### src/rtl/mdu_unit.sv
// Multi-cycle multiply/divide unit: owns HI/LO, runs an iterative shift-add
// multiplier or restoring divider and stalls the pipeline through busy.
module mdu_unit #(
    parameter int WIDTH = 32,
    parameter int BPC   = 1
) (
    input  logic             clk,
    input  logic             reset,
    input  logic             in_valid,
    output logic             in_ready,
    input  logic             flush,
    input  logic [5:0]       opcode,
    input  logic [5:0]       funct,
    input  logic [WIDTH-1:0] rs_val,
    input  logic [WIDTH-1:0] rt_val,
    output logic             busy,
    output logic             done,
    output logic             illegal,
    output logic [WIDTH-1:0] hi,
    output logic [WIDTH-1:0] lo,
    output logic [WIDTH-1:0] mf_data,
    output logic [1:0]       state_dbg
);
    localparam int N  = WIDTH / BPC;
    localparam int CW = $clog2(N + 1);

    typedef enum logic [1:0] {IDLE = 2'd0, CALC = 2'd1, FIX = 2'd2} state_t;
    state_t state, state_nx;

    logic             accept, op_mul, op_div, op_signed, op_mthi, op_mtlo, op_legal;
    logic             a_neg, b_neg;
    logic [WIDTH-1:0] a_mag, b_mag;
    logic             is_div, neg_q, neg_r, div_zero;
    logic [WIDTH-1:0] opnd, acc_hi, acc_lo;
    logic [CW-1:0]    cnt;
    logic [WIDTH-1:0] step_hi, step_lo;
    logic [WIDTH:0]   sum;
    logic [2*WIDTH-1:0] prod, prod_res;
    logic [WIDTH-1:0] quo_res, rem_res;

    // Handshake: a request transfers on a rising edge where in_valid & in_ready
    // are both high, flush is low and opcode is 0; in_ready depends only on state.
    assign accept    = in_valid & in_ready & ~flush & (opcode == 6'h00);
    assign state_dbg = state;
    assign mf_data   = (funct == 6'h10) ? hi : lo;

    always_comb begin
        op_mul    = (funct == 6'h18) || (funct == 6'h19);
        op_div    = (funct == 6'h1A) || (funct == 6'h1B);
        op_signed = (funct == 6'h18) || (funct == 6'h1A);
        op_mthi   = (funct == 6'h11);
        op_mtlo   = (funct == 6'h13);
        op_legal  = op_mul || op_div || op_mthi || op_mtlo ||
                    (funct == 6'h10) || (funct == 6'h12);
        a_neg     = op_signed & rs_val[WIDTH-1];
        b_neg     = op_signed & rt_val[WIDTH-1];
        a_mag     = a_neg ? -rs_val : rs_val;
        b_mag     = b_neg ? -rt_val : rt_val;
    end

    always_ff @(posedge clk or posedge reset) begin
        if (reset) state <= IDLE;
        else       state <= state_nx;
    end

    always_comb begin
        state_nx = state;
        in_ready = 1'b0;
        busy     = 1'b0;
        case (state)
            IDLE: begin
                in_ready = 1'b1;
                if (accept && (op_mul || op_div)) state_nx = CALC;
            end
            CALC: begin
                busy = 1'b1;
                if (flush)                        state_nx = IDLE;
                else if (cnt == CW'(N - 1))       state_nx = FIX;
            end
            FIX: begin
                busy     = 1'b1;
                state_nx = IDLE;
            end
            default: state_nx = IDLE;
        endcase
    end

    // BPC unrolled iterations per cycle; acc_hi is the running sum or remainder.
    always_comb begin
        step_hi = acc_hi;
        step_lo = acc_lo;
        sum     = {(WIDTH+1){1'b0}};
        for (int i = 0; i < BPC; i++) begin
            if (is_div) begin
                sum     = {step_hi, step_lo[WIDTH-1]};
                step_lo = {step_lo[WIDTH-2:0], 1'b0};
                if (sum >= {1'b0, opnd}) begin
                    sum        = sum - {1'b0, opnd};
                    step_lo[0] = 1'b1;
                end
                step_hi = sum[WIDTH-1:0];
            end else begin
                sum     = {1'b0, step_hi} + (step_lo[0] ? {1'b0, opnd} : {(WIDTH+1){1'b0}});
                step_lo = {sum[0], step_lo[WIDTH-1:1]};
                step_hi = sum[WIDTH:1];
            end
        end
    end

    always_comb begin
        prod     = {acc_hi, acc_lo};
        prod_res = neg_q ? -prod : prod;
        quo_res  = div_zero ? {WIDTH{1'b1}} : (neg_q ? -acc_lo : acc_lo);
        rem_res  = neg_r ? -acc_hi : acc_hi;
    end

    always_ff @(posedge clk or posedge reset) begin
        if (reset) begin
            hi       <= '0;
            lo       <= '0;
            done     <= 1'b0;
            illegal  <= 1'b0;
            is_div   <= 1'b0;
            neg_q    <= 1'b0;
            neg_r    <= 1'b0;
            div_zero <= 1'b0;
            opnd     <= '0;
            acc_hi   <= '0;
            acc_lo   <= '0;
            cnt      <= '0;
        end else begin
            done    <= (state == FIX) & ~flush;
            illegal <= accept & ~op_legal;
            if (accept && op_mthi) hi <= rs_val;
            if (accept && op_mtlo) lo <= rs_val;
            if (accept && (op_mul || op_div)) begin
                is_div   <= op_div;
                neg_q    <= a_neg ^ b_neg;
                neg_r    <= op_div & a_neg;
                div_zero <= op_div & (rt_val == '0);
                opnd     <= op_div ? b_mag : a_mag;
                acc_hi   <= '0;
                acc_lo   <= op_div ? a_mag : b_mag;
                cnt      <= '0;
            end else if (state == CALC) begin
                acc_hi <= step_hi;
                acc_lo <= step_lo;
                cnt    <= cnt + CW'(1);
            end
            if ((state == FIX) && !flush) begin
                if (is_div) begin
                    hi <= rem_res;
                    lo <= quo_res;
                end else begin
                    {hi, lo} <= prod_res;
                end
            end
        end
    end
endmodule
### config.mk
export PLATFORM = sky130hd
export DESIGN_NAME = mdu_unit
export DESIGN_NICKNAME = d
export VERILOG_FILES = /design/src/rtl/mdu_unit.sv
export SDC_FILE = /design/constraint.sdc
export NUM_CORES = 1
export LEC_CHECK = 0
export ABC_CLOCK_PERIOD_IN_PS = 11700
export BUFFER_PORTS_ARGS = -buffer_cell sky130_fd_sc_hd__buf_2
export CAP_MARGIN = 20
export CELL_PAD_IN_SITES_DETAIL_PLACEMENT = 1
export CELL_PAD_IN_SITES_GLOBAL_PLACEMENT = 2
export CORE_MARGIN = 4
export CORE_UTILIZATION = 37
export CTS_CLUSTER_SIZE = 14
export DETAILED_ROUTE_END_ITERATION = 10
export PLACE_DENSITY = 0.85
export REMOVE_ABC_BUFFERS = 1
export SYNTH_ARGS = -nofsm -noshare
export SYNTH_HDL_FRONTEND = slang
export SYNTH_SLANG_ARGS = --single-unit
### constraint.sdc
create_clock -name clk -period 11.7 [get_ports clk]
set_input_delay 0.585 -clock clk [delete_from_list [all_inputs] [get_ports clk]]
set_output_delay 0.585 -clock clk [all_outputs]
set_load 0.005 [all_outputs]
After elaboration in Yosys (flattened, before gate mapping). Index checks and enable logic that the tools add are counted.

Flip-flop bits (word level): 174. Output and inout bits: 102. Input port bits: 80. Word-level logic and storage cells: 100.

Equal/unequal tests: 13. Reduce and logical (&&, ||, !) cells: 21. Mux-type cells: 32. Add/sub/neg operators: 8. Order comparisons: 1. Bitwise operators: 12.

Operators by type and width (number): $mux W32 (22); $neg A32 Y32 (4); $mux W64 (1); $neg A64 Y64 (1); $eq A6 B5 Y1 const B (9); $add A32 B32 Y33 (1); $ge A33 B32 Y1 (1); $logic_not A32 Y1 (1); $sub A32 B32 Y32 (1); $mux W6 (2); $and A1 B1 Y1 (9); $logic_or A1 B1 Y1 (8); $add A6 B1 Y6 const B (1); $logic_not A6 Y1 (1); $mux W2 (3); $reduce_bool A2 Y1 (3); $logic_and A1 B1 Y1 (4); $pmux W2 S2 (1); $mux W1 (3); $ne A3 B3 Y1 const B (1); $eq A2 B1 Y1 const B (1); $eq A2 B2 Y1 const B (1); $logic_not A2 Y1 (1); $ne A2 B2 Y1 const B (1); other kinds (5) (6).

Depth between registers and ports, before layout.
Depth after elaboration: 9. Mapped depth: 15. Mapped depth without buffers: 13.

Least setup slack after synthesis. No wires, ideal clock.

Path type: flip-flop to flip-flop. Start: register acc_hi[11]. End: register acc_hi[21]. Cell stages (with the launch flop): 14. Path slack: 8.246 ns. Data required time: 11.606 ns. Buffers on the path: 4. Setup time: 0.094 ns. Arrival time: 3.360 ns. Period minus slack after synthesis: 3.454 ns. Cells stage by stage: dfrtp_1 ha_1 clkbuf_1 nand2_1 or4_1 nor4_1 nand4_1 o2111ai_1 o21a_1 clkbuf_1 clkbuf_1 clkbuf_1 o21ai_0 a211oi_1.

Longest elaborated chain between the ends: 5. Elaborated cells on any way between the ends: 7. Those cells by class: add/sub: 2; order compare: 1; mux: 4.

Ends and longest elaborated chain: from (decl) (RTL line 34) `logic [WIDTH-1:0] opnd, acc_hi, acc_lo;`; from (signal assigned) (RTL line 146) `acc_hi <= step_hi;`; $sub A32 B32 Y32 / $ge A33 B32 Y1 (equally long branches) (RTL line 98, 97); $mux W32 (RTL line 97) `if (sum >= {1'b0, opnd}) begin`; $mux W32 (*) (RTL line 94) `if (is_div) begin`; $mux W32 (*) (RTL line 145) `end else if (state == CALC) begin`; $mux W32 (*) (RTL line 136) `if (accept && (op_mul || op_div)) begin`.

Every way passes the cells marked *; elsewhere a longest branch is shown, timed or not. The select of a mux whose other input is x is not followed. A chain may end at the register's enable or synchronous reset.

Final worst setup path.
Start: register acc_hi[14]. End: register acc_hi[19].

Same word-level chain as after synthesis.

==> summary.md <==
| Metric | Value |
|---|---|
| Status | finished clean |
| Synthesized area | 15,400 µm² |
| Area leader, netlist | dfrtp_1 |
| Share of cells above drive strength 1 | 14.7% |
| Yosys top cell area share | 28.2% |
| Synth async-reset ratio | 100% |
| GP Congestion | 0.896 |
| HPWL after DPL | 46,100 µm |
| Main combinational cell family by area after synthesis | compound AO/OA/AOI/OAI gates |
| Top routing layer used | met5 |
| Setup crit end kind | flip-flop |
| Total wire length | 61,100 µm |
| Cells resized by post-CTS repair | 0 |
| Max cap viols | 0 |
| Vias in the first global route | 16,100 |
| Clock skew | 0.0136 ns |
| Fin Setup TNS | 0 ns |
| Area Overhead vs Synth | 12.8% |
| Xor/xnor share of the synthesized area | 9.89% |
| Metal-1 WL | 26,900 µm |
| WP buf/inv | 1 |
| Hold_buf cts | 0 |
| Clock sinks | 174 |
| Worst vdd ir | 0.0954 mV |
| Final critical-path required period | 4.43 ns |
| Arrival @ worst endpoint | 4.78 ns |
| Congestion Overflow GR | 0 |
| R2r setup slk | 7.27 ns |
| Post-synthesis mux area share | 7.40% |
| Worst skew pair latency | 0.47 ns |
| Via density | 6.03 |
| Cells after synthesis | 1,966 |
| Final Hold Viols | 0 |
| Core area | 41,000 µm² |
| Met3 wire len | 2480 µm |
| Final setup viols | 0 |
| Delay-heaviest family, CP | simple AND/OR/NAND/NOR gates |
| Place WS | 7.26 ns |
| Wire length on met2 | 29,600 µm |
| Gr usage total | 26.7% |
| Chip Height | 212 µm |
| Drt drc | 0 |
| Worst path depth | 11 |
| CP max FO | 43 |
| Pins Over Slew Limit | 0 |
| First-pass GRT wire length | 94,200 µm |
| Yosys cell types | 68 |
| CTS tree | done |
| Tightest Pin Transition | 1.05 ns |
| Final period util | 37.9% |
| Initial antenna violation count | 4 |
| Synth warnings | 0 |
| CTS H-tree lvls | 4 |
| Fin nets | 2,224 |
| Starting Density | 37.6% |
| Largest net degree at the start of global routing | 110 |
| FF-to-FF Start | acc_hi[14]$_DFFE_PP0P_ |
| Slowest stage delay, CP | 0.74 ns |
| Fmax | 0.226 GHz |
| Iter 0 DRT Violations | 1,022 |
| Max Buffers Root-to-Sink | 2 |
| Worst setup margin | 7.27 ns |
| Static Leak | 0.00721 µW |
| Post-synth EDFFs | 0 |
| Slew HR | 30.1% |
| Pwr Density | 101 nW/µm² |
| CP max stage cell | nor4_1 |
| Die area | 45,000 µm² |
| CP Launch Type | flip-flop |
| Most used DFF post-synth | dfrtp_1 |
| Finished Core Util | 42.4% |
| Post-synthesis register bit count | 174 |
| Cells along the critical path | ha_1 > nand2_1 > or4_1 > nor4_1 > nand4_1 > o2111ai_1 > o21a_1 > buf_4 > mux2_2 > o21ai_0 > nor3_1 |
| Hold WC Path Type | in2async |
| RSZ-0062 raised after global routing | false |
| Routed length per instance | 23.3 µm |
| Die width | 212 µm |
| CTS root buffer | clkbuf_16 |
| Antenna Nets Post-Route | 0 |
| TritonCTS buffer count | 17 |
| Ports | 182 |
| Synth Area in Simple Gates | 17.9% |
| First drt pass iteration count | 5 |
| Synth Area in Adders | 6.10% |
| WP data required | 12.05 ns |
| Count of input and output buffers | 181 |
| Vias | 15,800 |
| Final Cell Area | 17,400 µm² |
| Total power | 1760 µW |
| Compound-cell area share of the yosys netlist | 25.8% |
| Sequential-to-total area share from yosys stat | 28.2% |
| Post-CTS setup buffers | 0 |
| Reg2reg path depth | 11 |
| Top cells by area, synth | dfrtp_1 (28%), o21ai_0 (6.7%), nand2_1 (6.5%) |
| Clock slew at reported path FFs | 0.08 ns |
| Critical path type | reg2reg |
| Placement Cell Area | 16,800 µm² |
| Cell Rows | 74 |
| Post-Syn Area per Cell | 7.84 µm² |
| FF-to-FF End | acc_hi[19]$_DFFE_PP0P_ |
-- report_power, final --
part           switching, µW  internal, µW
Sequential              66.6           664
Clock                    283           305
Combinational            257           186
Total                    606          1160
-- worst reg2reg max path, cell delays in order (launching register included) --
cell and delay [ns]:
dfrtp_1 0.52, ha_1 0.45, nand2_1 0.13, or4_1 0.60, nor4_1 0.74, nand4_1 0.40, o2111ai_1 0.25, o21a_1 0.14
buf_4 0.41, mux2_2 0.40, o21ai_0 0.17, nor3_1 0.09
-- layer usage --
metal	vias up	global-route usage [%]
met4	2	9.57
met5	-	0
met2	412	45.0
met3	106	3.62
met1	7951	35.1
li1	7309	-
-- synth_stat cells (all sizes together), types with 3 or more instances --
cell type,number
mux2i,69
or3,13
o211ai,51
or4,16
a211o,6
a31oi,12
and2,8
nand2,268
a21o,21
inv,63
nand3,29
nand2b,16
o31ai,29
dfrtp,174
a21boi,3
o21bai,10
xnor2,80
nor2,153
o2111ai,3
nor2b,22
buf,16
o41a,3
o41ai,19
a31o,3
mux2,40
nand4,19
nor3,32
or2,3
nor4,19
o311ai,3
and3,8
o21ai,211
xor2,94
ha,72
o21a,16
clkbuf,109
a211oi,32
a32oi,35
o22ai,3
a21oi,152
-- through the flow --
step / hold slack [ns] / instances
6_report: 0.283 / 2619
5_1_grt: 0.338 / 2618
4_1_cts: 0.326 / 2613
3_5_place_dp: 0.470 / 2581
3_3_place_gp: 0.467 / 2581
2_1_floorplan: 0.450 / 1841
-- kinds of logic after synthesis --
kind of cell / count (synthesis)
fa+ha+maj: 74
flops: 174
mux: 109
xor+xnor: 174
compound gates: 633
buf+inv: 188
simple gates: 614
-- state kept, by name, summed over array words and instances (netlist names) --
| register | cells |
|---|---|
| state_dbg | 2 |
| hi | 32 |
| neg_r | 1 |
| neg_q | 1 |
| cnt | 6 |
| done | 1 |
| illegal | 1 |
| is_div | 1 |
| lo | 32 |
| div_zero | 1 |
| opnd | 32 |
| acc_hi | 32 |
| acc_lo | 32 |
-- cells in the final DEF (no fill, tap or decap), types with 13 or more instances in the layout --
| master | n |
|---|---|
| a32oi_1 | 35 |
| mux2i_1 | 69 |
| clkbuf_16 | 17 |
| nand4_1 | 19 |
| buf_4 | 28 |
| ha_1 | 71 |
| xnor2_1 | 80 |
| or4_1 | 14 |
| inv_1 | 61 |
| nor4_1 | 17 |
| xor2_1 | 94 |
| o211ai_1 | 51 |
| nor2_1 | 153 |
| o21a_1 | 15 |
| o31ai_1 | 29 |
| dfrtp_1 | 173 |
| o21ai_0 | 207 |
| nor3_1 | 32 |
| o41ai_1 | 18 |
| mux2_2 | 40 |
| a211oi_1 | 32 |
| buf_2 | 181 |
| nand2b_1 | 16 |
| nand3_1 | 28 |
| or3_1 | 13 |
| a21oi_1 | 151 |
| nand2_1 | 268 |
| nor2b_1 | 21 |
| a21o_1 | 21 |
-- how the worst max path moves through the flow --
stage | from | to | slack [ns]
2_1_floorplan | state_dbg[0]$_DFFE_PP0P_ | hi[0]$_DFFE_PP0P_ | 5.36
3_3_place_gp | acc_lo[0]$_DFFE_PP0P_ | hi[12]$_DFFE_PP0P_ | 7.39
3_5_place_dp | acc_lo[0]$_DFFE_PP0P_ | hi[20]$_DFFE_PP0P_ | 7.26
4_1_cts | acc_lo[0]$_DFFE_PP0P_ | hi[20]$_DFFE_PP0P_ | 7.25
5_1_grt | acc_hi[14]$_DFFE_PP0P_ | acc_hi[8]$_DFFE_PP0P_ | 7.11
6_report | acc_hi[14]$_DFFE_PP0P_ | acc_hi[19]$_DFFE_PP0P_ | 7.27
-- area by class of cell --
cell class | count | area, µm²
clock buffer | 19 | 453
inverter | 63 | 244
antenna | 4 | 10.0
multi-input combinational | 1604 | 10400
timing repair buffer | 210 | 1140
tap | 532 | 666
clock inverter | 13 | 115
sequential | 174 | 4360
fill | 5047 | 23600
No activity file was read; power rests on OpenSTA's default activity.
